===== config.mk =====
export PLATFORM = sky130hd
export DESIGN_NAME = mul_share_arbiter_flat
export DESIGN_NICKNAME = d
export VERILOG_FILES = /design/src/rtl/mul_share_if.sv /design/src/rtl/mul_share_arbiter.sv /design/src/flat_wrapper.sv
export SDC_FILE = /design/constraint.sdc
export NUM_CORES = 1
export LEC_CHECK = 0
export BUFFER_PORTS_ARGS = -buffer_cell sky130_fd_sc_hd__buf_2
export CAP_MARGIN = 5
export CORE_AREA = 2 2 507 509
export CTS_CLUSTER_DIAMETER = 60
export DETAILED_ROUTE_END_ITERATION = 8
export DIE_AREA = 0 0 509 511
export SLEW_MARGIN = 40
export SYNTH_ARGS = -nofsm -noshare
export SYNTH_HDL_FRONTEND = slang
export SYNTH_SLANG_ARGS = --single-unit
export TNS_END_PERCENT = 10

===== constraint.sdc =====
create_clock -name clk -period 29 [get_ports clk]
set_clock_uncertainty 0.1 [all_clocks]
set_input_delay 2.9 -clock clk [delete_from_list [all_inputs] [get_ports clk]]
set_output_delay 2.9 -clock clk [all_outputs]
set_load 0.1 [all_outputs]

===== src/rtl/mul_share_if.sv =====
// Bundle between the shared-multiplier arbiter, its requesters and the multiplier.
// slave is the arbiter's view and master is the environment's view.
interface mul_share_if #(
    parameter int WIDTH = 64,
    parameter int NREQ  = 4
);
    logic [NREQ-1:0]                req_valid;
    logic [NREQ-1:0]                req_ready;
    logic [NREQ-1:0][WIDTH-1:0]     req_a;
    logic [NREQ-1:0][WIDTH-1:0]     req_b;
    logic [NREQ-1:0]                rsp_valid;
    logic [NREQ-1:0]                rsp_ready;
    logic [NREQ-1:0][2*WIDTH-1:0]   rsp_y;
    logic [WIDTH-1:0]               mul_a;
    logic [WIDTH-1:0]               mul_b;
    logic [2*WIDTH-1:0]             mul_y;

    modport slave (
        input  req_valid, req_a, req_b, rsp_ready, mul_y,
        output req_ready, rsp_valid, rsp_y, mul_a, mul_b
    );

    modport master (
        output req_valid, req_a, req_b, rsp_ready, mul_y,
        input  req_ready, rsp_valid, rsp_y, mul_a, mul_b
    );
endinterface


===== src/rtl/mul_share_arbiter.sv =====
// Round-robin sharing of one pipelined multiplier among NREQ requesters.
// A tag shadow pipeline routes each product to its requester's response register.
module mul_share_arbiter #(
    parameter int WIDTH = 64,
    parameter int NREQ  = 4,
    parameter int LAT   = 2
) (
    input  logic       clk,
    input  logic       rst,
    mul_share_if.slave bus,
    output logic       idle
);
    localparam int PW = $clog2(NREQ);
    typedef logic [PW-1:0] idx_t;

    idx_t                          ptr_q, ptr_d;
    logic [NREQ-1:0]               pend_q, pend_d;
    logic [NREQ-1:0]               rsp_valid_q, rsp_valid_d;
    logic [NREQ-1:0][2*WIDTH-1:0]  rsp_y_q, rsp_y_d;
    logic [LAT-1:0]                v_q, v_d;
    logic [LAT-1:0][PW-1:0]        tag_q, tag_d;

    logic [NREQ-1:0] elig;
    logic            gnt_vld;
    idx_t            gnt_idx;
    logic [PW:0]     scan;

    assign elig = bus.req_valid & ~pend_q;

    // Scan from ptr upward with wrap; first eligible requester wins.
    always_comb begin
        gnt_vld = 1'b0;
        gnt_idx = '0;
        scan    = '0;
        for (int k = 0; k < NREQ; k++) begin
            scan = {1'b0, ptr_q} + (PW+1)'(k);
            if (scan >= (PW+1)'(NREQ)) scan = scan - (PW+1)'(NREQ);
            if (!gnt_vld && elig[scan[PW-1:0]]) begin
                gnt_vld = 1'b1;
                gnt_idx = scan[PW-1:0];
            end
        end
    end

    always_comb begin
        bus.req_ready = '0;
        bus.mul_a     = '0;
        bus.mul_b     = '0;
        if (gnt_vld) begin
            bus.req_ready[gnt_idx] = 1'b1;
            bus.mul_a              = bus.req_a[gnt_idx];
            bus.mul_b              = bus.req_b[gnt_idx];
        end
    end

    always_comb begin
        ptr_d       = ptr_q;
        pend_d      = pend_q;
        rsp_valid_d = rsp_valid_q;
        rsp_y_d     = rsp_y_q;
        v_d[0]      = gnt_vld;
        tag_d[0]    = gnt_idx;
        for (int s = 1; s < LAT; s++) begin
            v_d[s]   = v_q[s-1];
            tag_d[s] = tag_q[s-1];
        end
        for (int i = 0; i < NREQ; i++) begin
            if (rsp_valid_q[i] && bus.rsp_ready[i]) begin
                rsp_valid_d[i] = 1'b0;
                pend_d[i]      = 1'b0;
            end
        end
        // The capture slot is always free: pend blocks re-issue until the handshake.
        if (v_q[LAT-1]) begin
            rsp_valid_d[tag_q[LAT-1]] = 1'b1;
            rsp_y_d[tag_q[LAT-1]]     = bus.mul_y;
        end
        if (gnt_vld) begin
            pend_d[gnt_idx] = 1'b1;
            ptr_d = (gnt_idx == idx_t'(NREQ-1)) ? '0 : gnt_idx + 1'b1;
        end
    end

    always_ff @(posedge clk or posedge rst) begin
        if (rst) begin
            ptr_q       <= '0;
            pend_q      <= '0;
            rsp_valid_q <= '0;
            rsp_y_q     <= '0;
            v_q         <= '0;
            tag_q       <= '0;
        end else begin
            ptr_q       <= ptr_d;
            pend_q      <= pend_d;
            rsp_valid_q <= rsp_valid_d;
            rsp_y_q     <= rsp_y_d;
            v_q         <= v_d;
            tag_q       <= tag_d;
        end
    end

    assign bus.rsp_valid = rsp_valid_q;
    assign bus.rsp_y     = rsp_y_q;
    assign idle          = (pend_q == '0);
endmodule

===== src/flat_wrapper.sv =====
// flat-port wrapper written by rule: the top's interface ports become plain ports
module mul_share_arbiter_flat 
#(
    parameter int WIDTH = 64,
    parameter int NREQ  = 4,
    parameter int LAT   = 2
)
  (clk, rst, idle, bus_req_valid, bus_req_a, bus_req_b, bus_rsp_ready, bus_mul_y, bus_req_ready, bus_rsp_valid, bus_rsp_y, bus_mul_a, bus_mul_b);
  mul_share_if #(.WIDTH(WIDTH), .NREQ(NREQ)) bus_i ();
  input  logic clk;
  input  logic rst;
  output logic idle;
  input wire logic [$bits(bus_i.req_valid)-1:0] bus_req_valid;
  input wire logic [$bits(bus_i.req_a)-1:0] bus_req_a;
  input wire logic [$bits(bus_i.req_b)-1:0] bus_req_b;
  input wire logic [$bits(bus_i.rsp_ready)-1:0] bus_rsp_ready;
  input wire logic [$bits(bus_i.mul_y)-1:0] bus_mul_y;
  output wire logic [$bits(bus_i.req_ready)-1:0] bus_req_ready;
  output wire logic [$bits(bus_i.rsp_valid)-1:0] bus_rsp_valid;
  output wire logic [$bits(bus_i.rsp_y)-1:0] bus_rsp_y;
  output wire logic [$bits(bus_i.mul_a)-1:0] bus_mul_a;
  output wire logic [$bits(bus_i.mul_b)-1:0] bus_mul_b;
  assign bus_i.req_valid = bus_req_valid;
  assign bus_i.req_a = bus_req_a;
  assign bus_i.req_b = bus_req_b;
  assign bus_i.rsp_ready = bus_rsp_ready;
  assign bus_i.mul_y = bus_mul_y;
  assign bus_req_ready = bus_i.req_ready;
  assign bus_rsp_valid = bus_i.rsp_valid;
  assign bus_rsp_y = bus_i.rsp_y;
  assign bus_mul_a = bus_i.mul_a;
  assign bus_mul_b = bus_i.mul_b;
  mul_share_arbiter #(.WIDTH(WIDTH), .NREQ(NREQ), .LAT(LAT)) u_core (.clk(clk), .rst(rst), .bus(bus_i), .idle(idle));
endmodule

Word-level counts from Yosys, hierarchy flattened. Cells that the tools add are included. W data, S select, Z words.

Bits in registers: 528. Logic and storage cells: 93. Input port bits: 650.

Order comparisons: 12. Reduce and logical (&&, ||, !) cells: 13. Add/sub/neg operators: 8. Bitwise gates (word level): 4. Eq/ne operators: 1. Multiplexer cells: 45.

Operators by type and width (count): $bwmux W512 (1); $bmux W64 S2 (2); $demux W128 S2 (1); $mux W64 (4); $mux W128 (1); $lt A2 B3 Y1 const B (6); $mux W1 (18); $mux W2 (9); $mux W4 (3); $ge A3 B3 Y1 const B (3); $logic_and A1 B1 Y1 (9); $bmux W1 S2 (4); $or A4 B4 Y4 (2); $sub A2 B1 Y2 const B (4); $add A2 B2 Y3 const B (2); $and A4 B4 Y4 (1); $demux W1 S2 (2); $ge A2 B1 Y1 const B (2); $logic_not A4 Y1 (1); $not A4 Y4 (1); $add A2 B1 Y3 const B (1); $ge A2 B3 Y1 const B (1); $logic_not A1 Y1 (3); $add A2 B1 Y2 const B (1); $eq A2 B2 Y1 const B (1).

Depth between registers and ports, before layout. Gate-level depths: netlist (run 1).

Depth after elaboration: 20. Gate-level depth with buffers: 8. Depth with buffers taken out: 5.

Worst setup path after synthesis (run 1). Ideal clock, no wire load.

Path type: input-to-output. From: input port bus_req_valid[0]. To: output port bus_mul_a[0]. Arrival: 5521 ps. Stages: 8. Data required time: 26000 ps. Slack: 20479 ps. Path through: or4b_1 o21ai_0 a31oi_1 buf_6 buf_6 buf_6 mux2i_1 o22ai_1.

Cells in the longest elaborated chain, start to end: 16. Elaborated cells between the ends (all ways): 26. Classes of those cells: mux (19); bitwise (1); reduce/logical (6).

Ends and longest elaborated chain: from (decl) (line flat_wrapper.sv:13) `input wire logic [$bits(bus_i.req_valid)-1:0] bus_req_valid;`; $and A4 B4 Y4 * (line mul_share_arbiter.sv:28) `assign elig = bus.req_valid & ~pend_q;`; $bmux W1 S2 (line mul_share_arbiter.sv:38) `if (!gnt_vld && elig[scan[PW-1:0]]) begin`; $mux W1 (not written as such) (line mul_share_arbiter.sv:38); $mux W1 (line mul_share_arbiter.sv:38); $logic_not A1 Y1 (line mul_share_arbiter.sv:38); $logic_and A1 B1 Y1 (line mul_share_arbiter.sv:38); $mux W1 (line mul_share_arbiter.sv:38); $logic_not A1 Y1 (line mul_share_arbiter.sv:38); $logic_and A1 B1 Y1 (line mul_share_arbiter.sv:38); $mux W1 (line mul_share_arbiter.sv:38); $logic_not A1 Y1 (line mul_share_arbiter.sv:38); $logic_and A1 B1 Y1 (line mul_share_arbiter.sv:38); $mux W2 (line mul_share_arbiter.sv:38); $bmux W64 S2 (line mul_share_arbiter.sv:51) `bus.mul_a = bus.req_a[gnt_idx];`; $mux W64 (not written as such) (line mul_share_arbiter.sv:51); $mux W64 * (line mul_share_arbiter.sv:49) `if (gnt_vld) begin`; to (decl) (line flat_wrapper.sv:21) `output wire logic [$bits(bus_i.mul_a)-1:0] bus_mul_a;`.

Mark *: on every way between the ends. The rest lies on a longest branch, timed or not. The select of a mux whose other input is x is not followed.

Worst setup path after layout (run 1).
From: input port bus_req_valid[2]. To: output port bus_mul_a[55].

The elaborated chain is that of the path after synthesis.

==> results of run 1 <==
==> metal layers <==
layer	vias to the layer above	wire, um
met1	9996	56100
met5	-	94
li1	8515	-
met4	14	9950
met2	1363	78200
met3	423	13400
==> final cells by class <==
cell class	instances	area share
flip-flops and latches	528	0.367
multi-input cells	946	0.265
repair buffers	1329	0.189
well taps	3384	0.118
clock buffers	80	0.0477
clock inverters	29	0.00932
diodes	49	0.00341
inverters	8	0.00104
==> registers in the layout (all words and copies together) (netlist names) <==
name,count
u_core.bus.rsp_valid,4
u_core.v_q,2
u_core.bus.rsp_y,512
u_core.tag_d,2
u_core.ptr_q,2
u_core.pend_q,4
u_core.tag_q,2
==> worst max path at each step <==
stage                               to  slack, ns  cells after the start              from
2_1_floorplan  u_core.bus.rsp_valid[0]      11.25                      1               rst
3_3_place_gp             bus_mul_a[32]      18.04                     12  bus_req_valid[2]
3_5_place_dp             bus_mul_a[55]      17.95                     13  bus_req_valid[2]
4_1_cts                  bus_mul_a[55]      17.94                     13  bus_req_valid[2]
5_1_grt                  bus_mul_a[30]      17.62                     13  bus_req_valid[2]
6_report                 bus_mul_a[55]      17.91                     13  bus_req_valid[2]
==> placed cells by master, fill, tap and decap left out, types with 8 or more instances in the layout <==
cell type  instances
diode_2           49
mux2i_1          246
buf_2           1297
mux2i_2           10
clkbuf_16         60
o21ai_0            8
clkbuf_8          15
dfrtp_1          528
o22ai_1          129
mux2_2           493
buf_4             21
clkinv_2           9
mux2_1            19
==> metrics by stage <==
| stage | instances | worst slack [ns] |
|---|---|---|
| 2_1_floorplan | 1595 | 11.25 |
| 3_3_place_gp | 6190 | 18.04 |
| 3_5_place_dp | 6194 | 17.95 |
| 4_1_cts | 6303 | 17.94 |
| 5_1_grt | 6341 | 17.62 |
| 6_report | 6353 | 17.91 |
==> logic make-up (layout without fill, tap and decap cells) <==
logic type             count (synthesis)  count (layout)  share of synthesized area
AOI/OAI and AO/OA                    148             148                     0.0397
buffers and inverters                121            1446                     0.0293
DFF                                  528             528                      0.566
muxes                                768             768                      0.357
other                                  0              49                          0
and+or+nand+nor                       30              30                    0.00767
==> run summary, run 1 <==
Crit end category: primary output
Port Buffer Count: 1298
GRT Util Overall: 0.115
CP Cell Sequence: buf_2 > nor2b_1 > nand3_1 > a31oi_4 > buf_4 > buf_4 > buf_4 > buf_4 > buf_4 > buf_12 > mux2i_1 > o22ai_1 > buf_2
CP max FO: 47
Post-layout instance area: 0.0360 mm^2
Worst-path clk slew: 0.06 ns
HP Class: register to register
GP Congestion: 1.16
Slew Limit Fails: 0
Critical path arrival: 8.09 ns
Avg Vias per Cell: 3.20
Reg2Reg Depth: 5
Post-Syn Nets: 2245
R2R Setup Slk: 25.98 ns
RSZ-0062 raised after global routing: false
Die width: 509 um
Area grow syn2layout: 54.3%
Cts repair resizes: 0
FF-to-FF End: u_core.bus.rsp_y[128]
Global route hottest layer: met2
Post-DP Area: 0.0338 mm^2
Yosys cell types: 33
Buf+Inv Stages, Crit Path: 8
Family with the most delay on the worst path: buffers and inverters
Most used cell, CP: buf_4
Hold Slack: 0.247 ns
Initial antenna violation count: 187
Final Hold Viols: 0
M1 GR Usage: 0.120
Crit path required time: 26.00 ns
Synth cell count leaders: 528 x dfrtp_1, 493 x mux2_2, 256 x mux2i_1
HPWL after DPL: 136000 um
Detailed Routing Iterations Pass 1: 5
# nets final: 3523
Least-Margin Pin Slew: 0.857 ns
Ys Warns: 0
Layout cells sized above 1: 0.666
Synth area leaders: dfrtp_1 57%, mux2_2 24%, mux2i_1 11%, o22ai_1 3.5%, buf_6 1.2%
Initial DRC count: 1214
Status: finished clean
CTS buffer count: 60
Max_slew headroom: 0.413
Fill count: 28800
Setup TNS: 0 ns
Clk_lat worst skew: 0.64 ns
Longest Clk Path Bufs: 3
CTS tree: done
Residual overflow from global routing: 0
DRC errors left: 0
Met2 usage: 0.208
First-pass GRT wire length: 199000 um
Synth top area share: 0.566
Post-CTS Hold Buffers: 0
WS Path Type: input pin to primary output
Core area: 0.255 mm^2
Root Driver: clkbuf_16
Post-layout util: 0.141
Routed Antenna Nets: 0
Multi-input gate area: 0.00952 mm^2
Vias in the first global route: 20300
#FFs+latches synth: 528
Post-synth EDFFs: 0
Mapped Cells: 1595
CP Launch Type: input pin
Clk sinks: 528
Slowest cell on the critical path: buf_4
Max Cap Violations: 0
Routed length per instance: 24.8 um
Die area: 0.260 mm^2
Site row count: 186
F_max: 0.0902 GHz
# IOs: 1299
Largest net degree at the start of global routing: 99
Ys flop type: dfrtp_1
Final Cycle Share: 0.382
Tmin final: 11.09 ns
Synth Area per Inst: 14.6 um^2
Hold worst-path end: u_core.tag_q[3]
Die Y: 511 um
Synthesized area: 0.0233 mm^2
H-tree depth: 2
Most common cell in the netlist: dfrtp_1
Routed WL: 158000 um
GR Util met3: 0.0337
Crit-path max cell delay: 0.72 ns
Area leader, netlist: dfrtp_1
Sequential area share after synthesis: 0.566
Hold Path Depth: 0
Post-CTS Repair Setup Buffers: 0
Initial core utilization: 0.0914
Register area: 0.0132 mm^2
Vias: 20300
Hold Path Origin: u_core.tag_d[3]
Reg-to-reg critical path startpoint: u_core.tag_q[3]
Final setup viols: 0
Fraction of registers with async set/reset: 1.00
Power of run 1 is left out: the tool's default activity adds up to more than one toggle a clock period on the data nets, which glitch-free logic cannot reach.
==> inputs of run 2 (changes only) <==
--- a/config.mk
+++ b/config.mk
@@ -5,12 +5,13 @@
 export SDC_FILE = /design/constraint.sdc
 export NUM_CORES = 1
 export LEC_CHECK = 0
+export ABC_AREA = 1
 export BUFFER_PORTS_ARGS = -buffer_cell sky130_fd_sc_hd__buf_2
 export CAP_MARGIN = 5
-export CORE_AREA = 2 2 507 509
+export CORE_AREA = 2 2 508 510
 export CTS_CLUSTER_DIAMETER = 60
 export DETAILED_ROUTE_END_ITERATION = 8
-export DIE_AREA = 0 0 509 511
+export DIE_AREA = 0 0 510 512
 export SLEW_MARGIN = 40
 export SYNTH_ARGS = -nofsm -noshare
 export SYNTH_HDL_FRONTEND = slang
==> constraint.sdc (replaced) <==
create_clock -name clk -period 9.3 [get_ports clk]
set_clock_uncertainty 0.1 [all_clocks]
set_input_delay 0.93 -clock clk [delete_from_list [all_inputs] [get_ports clk]]
set_output_delay 0.93 -clock clk [all_outputs]
set_load 0.1 [all_outputs]
==> run summary, run 2 <==
GRT Util Overall: 0.132
RSZ-0062 raised after global routing: false
Initial antenna violation count: 121
Synth top area share: 0.533
Synthesized area: 0.0248 mm^2
Die Y: 512 um
Post-layout util: 0.145
Crit end category: primary output
Vias: 27900
Fraction of registers with async set/reset: 1.00
Vias in the first global route: 26300
H-tree depth: 2
Simple-gate share of the synthesized area: 0.293
#FFs+latches synth: 528
Largest register FFs: 512
Cts repair resizes: 0
WS Path Type: register to primary output
Detailed Routing Iterations Pass 1: 5
Multiplexer share of the synthesized area: 0
Largest family of logic cells by synthesized area: simple AND/OR/NAND/NOR gates
Tmin final: 5.98 ns
Post-synth EDFFs: 0
Setup TNS: 0 ns
Least-Margin Pin Slew: 1.04 ns
Most used cell, CP: nand2_1
Status: finished clean
Post-CTS Hold Buffers: 0
Site row count: 186
Commonest non-fill, non-tap cell in the layout: buf_2
Family with the most delay on the worst path: simple AND/OR/NAND/NOR gates
Root Driver: clkbuf_16
# nets final: 4981
Adder-cell share of the synthesized area: 0
Die width: 510 um
F_max: 0.167 GHz
Mapped Cells: 3183
Worst-path clk slew: 0.06 ns
Clk sinks: 528
Critical path arrival: 4.95 ns
DRC errors left: 0
Routed Antenna Nets: 0
Initial core utilization: 0.0969
Final setup viols: 0
Crit-path max cell delay: 0.56 ns
Max_slew headroom: 0.305
# IOs: 1299
Ys flop type: dfrtp_1
Clk_lat worst skew: 0.66 ns
Post-Syn Nets: 3833
Max Cap Violations: 0
Largest net degree at the start of global routing: 206
Ys Warns: 0
Residual overflow from global routing: 0
Synth cell count leaders: 933 x nand2_1, 528 x dfrtp_1, 526 x nand3_1
Longest Clk Path Bufs: 3
Area grow syn2layout: 49.9%
Routed WL: 182000 um
GP Congestion: 0.986
Initial DRC count: 2763
Slew Limit Fails: 0
CP Cell Sequence: inv_2 > nand2_1 > nand2_1 > nand3_1 > nand2_2 > nand2_1 > nand2_8 > nand2_8 > nand2_8 > buf_6 > nand2_1 > nand2_1 > nor2_1 > nor2_1 > buf_2
Final Cycle Share: 0.643
CTS tree: done
Core area: 0.256 mm^2
HP Class: input pin to asynchronous set/reset pin
CTS buffer count: 60
Buf+Inv Stages, Crit Path: 3
Crit path required time: 8.27 ns
Synth Area per Inst: 7.79 um^2
Compound-gate portion of the synthesized area: 0.105
XOR/XNOR Fraction of Synth Area: 0
Layout cells sized above 1: 0.333
CP Launch Type: register
Synth area leaders: dfrtp_1 53%, nand2_1 14%, nand3_1 11%, o21ai_0 10%, nor2_1 3.9%
Area leader, netlist: dfrtp_1
Avg Vias per Cell: 3.57
Routed length per instance: 23.3 um
Post-CTS Repair Setup Buffers: 0
CP max FO: 81
Most common cell in the netlist: nand2_1
Most frequent cells in the layout: 1297 x buf_2, 931 x nand2_1, 528 x dfrtp_1, 523 x nand3_1, 516 x o21ai_0
First-pass GRT wire length: 237000 um
Final Hold Viols: 0
Yosys cell types: 21
HPWL after DPL: 149000 um
Die area: 0.261 mm^2
Port Buffer Count: 1298
Sequential area share after synthesis: 0.533
Slowest cell on the critical path: buf_6
==> run 2: worst reg2reg max path, stage by stage, from the launching register on <==
cell     delay [ns]
dfrtp_1        0.46
inv_2          0.26
nand2_1        0.08
nand2_1        0.15
nand3_1        0.10
nand2_2        0.15
nand2_1        0.15
nand2_8        0.26
nand2_8        0.34
nand2_8        0.68
buf_6          0.57
nand2_1        0.21
nand2_1        0.16
==> run 2: logic make-up after synthesis <==
group,count (synthesis)
AND/OR/NAND/NOR,1738
flip-flops,528
AO/OA/AOI/OAI,519
buffers and inverters,398
==> run 2: path summary, 6_finish.rpt <==
| path | cells after the start | endpoint | slack [ns] | from |
|---|---|---|---|---|
| worst min-delay path | 2 | u_core.bus.rsp_y[380] | 0.15 | rst |
| worst max register to register | 12 | u_core.pend_q[3] | 5.55 | u_core.ptr_q[0] |
| worst max-delay path | 15 | bus_mul_b[26] | 3.32 | u_core.ptr_q[0] |
| min in group clk | 0 | u_core.v_q[1] | 0.25 | u_core.v_q[0] |
| max in group asynchronous | 7 | u_core.bus.rsp_y[51] | 6.78 | rst |
| worst min register to register | 0 | u_core.v_q[1] | 0.25 | u_core.v_q[0] |
==> run 2: layer usage <==
metal,share of wire,vias up,global-route usage
li1,-,12700,-
met1,0.40,13300,0.158
met2,0.46,1578,0.216
met3,0.084,285,0.0328
met4,0.061,18,0.0706
met5,0.00058,-,0
==> run 2: area by class of cell <==
type	instances	area [um^2]
clock buffer	81	1650
tap	3384	4230
fill	29500	219000
timing repair buffer	1339	7070
clock inverter	29	353
multi-input combinational	2257	9970
sequential	528	13200
inverter	145	548
antenna	49	123
==> run 2: stage by stage <==
stage | hold WS [ns] | setup WS [ns] | area [um^2] | cells
4_1_cts | 0.0935 | 2.73 | 36900 | 7759
2_1_floorplan | 0.231 | 1.09 | 24800 | 3183
6_report | 0.146 | 3.32 | 37200 | 7812
5_1_grt | 0.128 | 3.01 | 37100 | 7785
3_3_place_gp | 0.233 | 2.94 | 34800 | 7644
3_5_place_dp | 0.236 | 3.25 | 34900 | 7649
Power of run 2 is left out for the same reason.
==> inputs of run 3 (changes only) <==
==> constraint.sdc (replaced) <==
create_clock -name clk -period 5 [get_ports clk]
set_clock_uncertainty 0.1 [all_clocks]
set_input_delay 0.5 -clock clk [delete_from_list [all_inputs] [get_ports clk]]
set_output_delay 0.5 -clock clk [all_outputs]
set_load 0.1 [all_outputs]
==> run summary, run 3 (same netlist as run 2, synthesis figures left out) <==
Avg Vias per Cell: 3.55
Die area: 0.261 mm^2
Die Y: 512 um
Commonest non-fill, non-tap cell in the layout: buf_2
Layout cells sized above 1: 0.336
Largest net degree at the start of global routing: 146
H-tree depth: 2
Vias in the first global route: 26200
Status: finished clean
CP max FO: 81
Slew Limit Fails: 0
Detailed Routing Iterations Pass 1: 5
Critical path arrival: 4.20 ns
Area grow syn2layout: 52.2%
Die width: 510 um
Core area: 0.256 mm^2
Initial antenna violation count: 111
Initial DRC count: 2463
Crit end category: primary output
RSZ-0062 raised after global routing: false
Most frequent cells in the layout: 1273 x buf_2, 931 x nand2_1, 528 x dfrtp_1, 523 x nand3_1, 516 x o21ai_0
Clk sinks: 528
Root Driver: clkbuf_16
WS Path Type: register to primary output
Final setup viols: 0
Final Hold Viols: 0
Routed Antenna Nets: 0
CP Launch Type: register
Least-Margin Pin Slew: 0.767 ns
HP Class: input pin to register
Hold Slack: 0.0754 ns
Worst-path clk slew: 0.06 ns
Clk_lat worst skew: 0.66 ns
Final Cycle Share: 0.959
Max_slew headroom: 0.492
HPWL after DPL: 146000 um
Vias: 27900
Port Buffer Count: 1298
CTS buffer count: 60
Largest register FFs: 512
# IOs: 1299
DRC errors left: 0
Site row count: 186
Residual overflow from global routing: 0
Initial core utilization: 0.0969
Post-CTS Repair Setup Buffers: 0
Longest Clk Path Bufs: 3
Max Cap Violations: 0
Routed length per instance: 22.5 um
# nets final: 5023
Fill count: 29500
GRT Util Overall: 0.128
First-pass GRT wire length: 230000 um
Crit path required time: 4.40 ns
GP Congestion: 0.972
Tmin final: 4.80 ns
Routed WL: 177000 um
CTS tree: done
F_max: 0.209 GHz
==> run 3: changes by cell type in the layout (fill, tap and decap cells not counted), sizes merged <==
cell,change
dlygate4sd3,+5
clkinv,-8
bufinv,-1
diode,-1
inv,+2
clkbuf,+5
buf,+36
clkinvlp,-3
==> run 3: final timing paths <==
kind	start	endpoint	slack [ns]	depth (start not counted)
max in group asynchronous	rst	u_core.bus.rsp_y[483]	3.14	6
setup / recovery	u_core.ptr_q[0]	bus_mul_a[47]	0.20	14
hold / removal	bus_mul_y[103]	u_core.bus.rsp_y[359]	0.08	3
setup reg to reg	u_core.ptr_q[0]	u_core.pend_q[3]	1.94	13
hold reg to reg	u_core.tag_d[2]	u_core.tag_q[2]	0.25	0
min in group asynchronous	rst	u_core.bus.rsp_y[379]	0.29	3
==> run 3: metal layers <==
| metal | up-vias | GRT usage | wire, um |
|---|---|---|---|
| met1 | 13200 | 0.149 | 67100 |
| met5 | - | 0 | 146 |
| li1 | 12800 | - | - |
| met4 | 22 | 0.0681 | 10800 |
| met3 | 314 | 0.0350 | 16600 |
| met2 | 1553 | 0.214 | 82200 |
==> run 3: per-stage QoR <==
stage                     setup TNS, ns  std cells   util  cell area [um^2]  worst slack, ns
final                                 0       7847  0.148             37700            0.204
after global routing                  0       7820  0.147             37700          0.00638
after CTS                             0       7795  0.147             37500           0.0926
after detailed placement              0       7686  0.139             35500            0.474
after global placement                0       7682  0.139             35400            0.457
after floorplan                -1465.79       3183      -             24800            -2.78
==> run 3: area by class of cell <==
| class | count | area [um^2] | area share |
|---|---|---|---|
| Clock buffer | 85 | 1670 | 0.0441 |
| Inverter | 145 | 548 | 0.0145 |
| Timing Repair Buffer | 1381 | 7710 | 0.204 |
| Clock inverter | 19 | 253 | 0.00670 |
| Antenna cell | 48 | 120 | 0.00318 |
| Multi-Input combinational cell | 2257 | 9990 | 0.265 |
| Tap cell | 3384 | 4230 | 0.112 |
| Sequential cell | 528 | 13200 | 0.350 |
==> run 3: worst max-delay path: stages, from the launching register on <==
cell	delay, ns
dfrtp_1	0.46
inv_2	0.27
nand2_1	0.08
nand2_1	0.13
nand3_1	0.10
nand2_2	0.15
nand2_1	0.15
nand2_8	0.20
buf_12	0.21
buf_16	0.31
nand3_1	0.42
nand3_1	0.25
nand2_1	0.07
nor2_1	0.08
buf_2	0.43
==> run 3: timing repair <==
item / 4_1_cts / 5_1_grt
gates resized for setup: 3 / 1
endpoints found under the hold margin: 20 / 0
hold buffers: 5 / 0
endpoints found under the setup margin: 1 / 1
Power of run 3 is left out for the same reason.
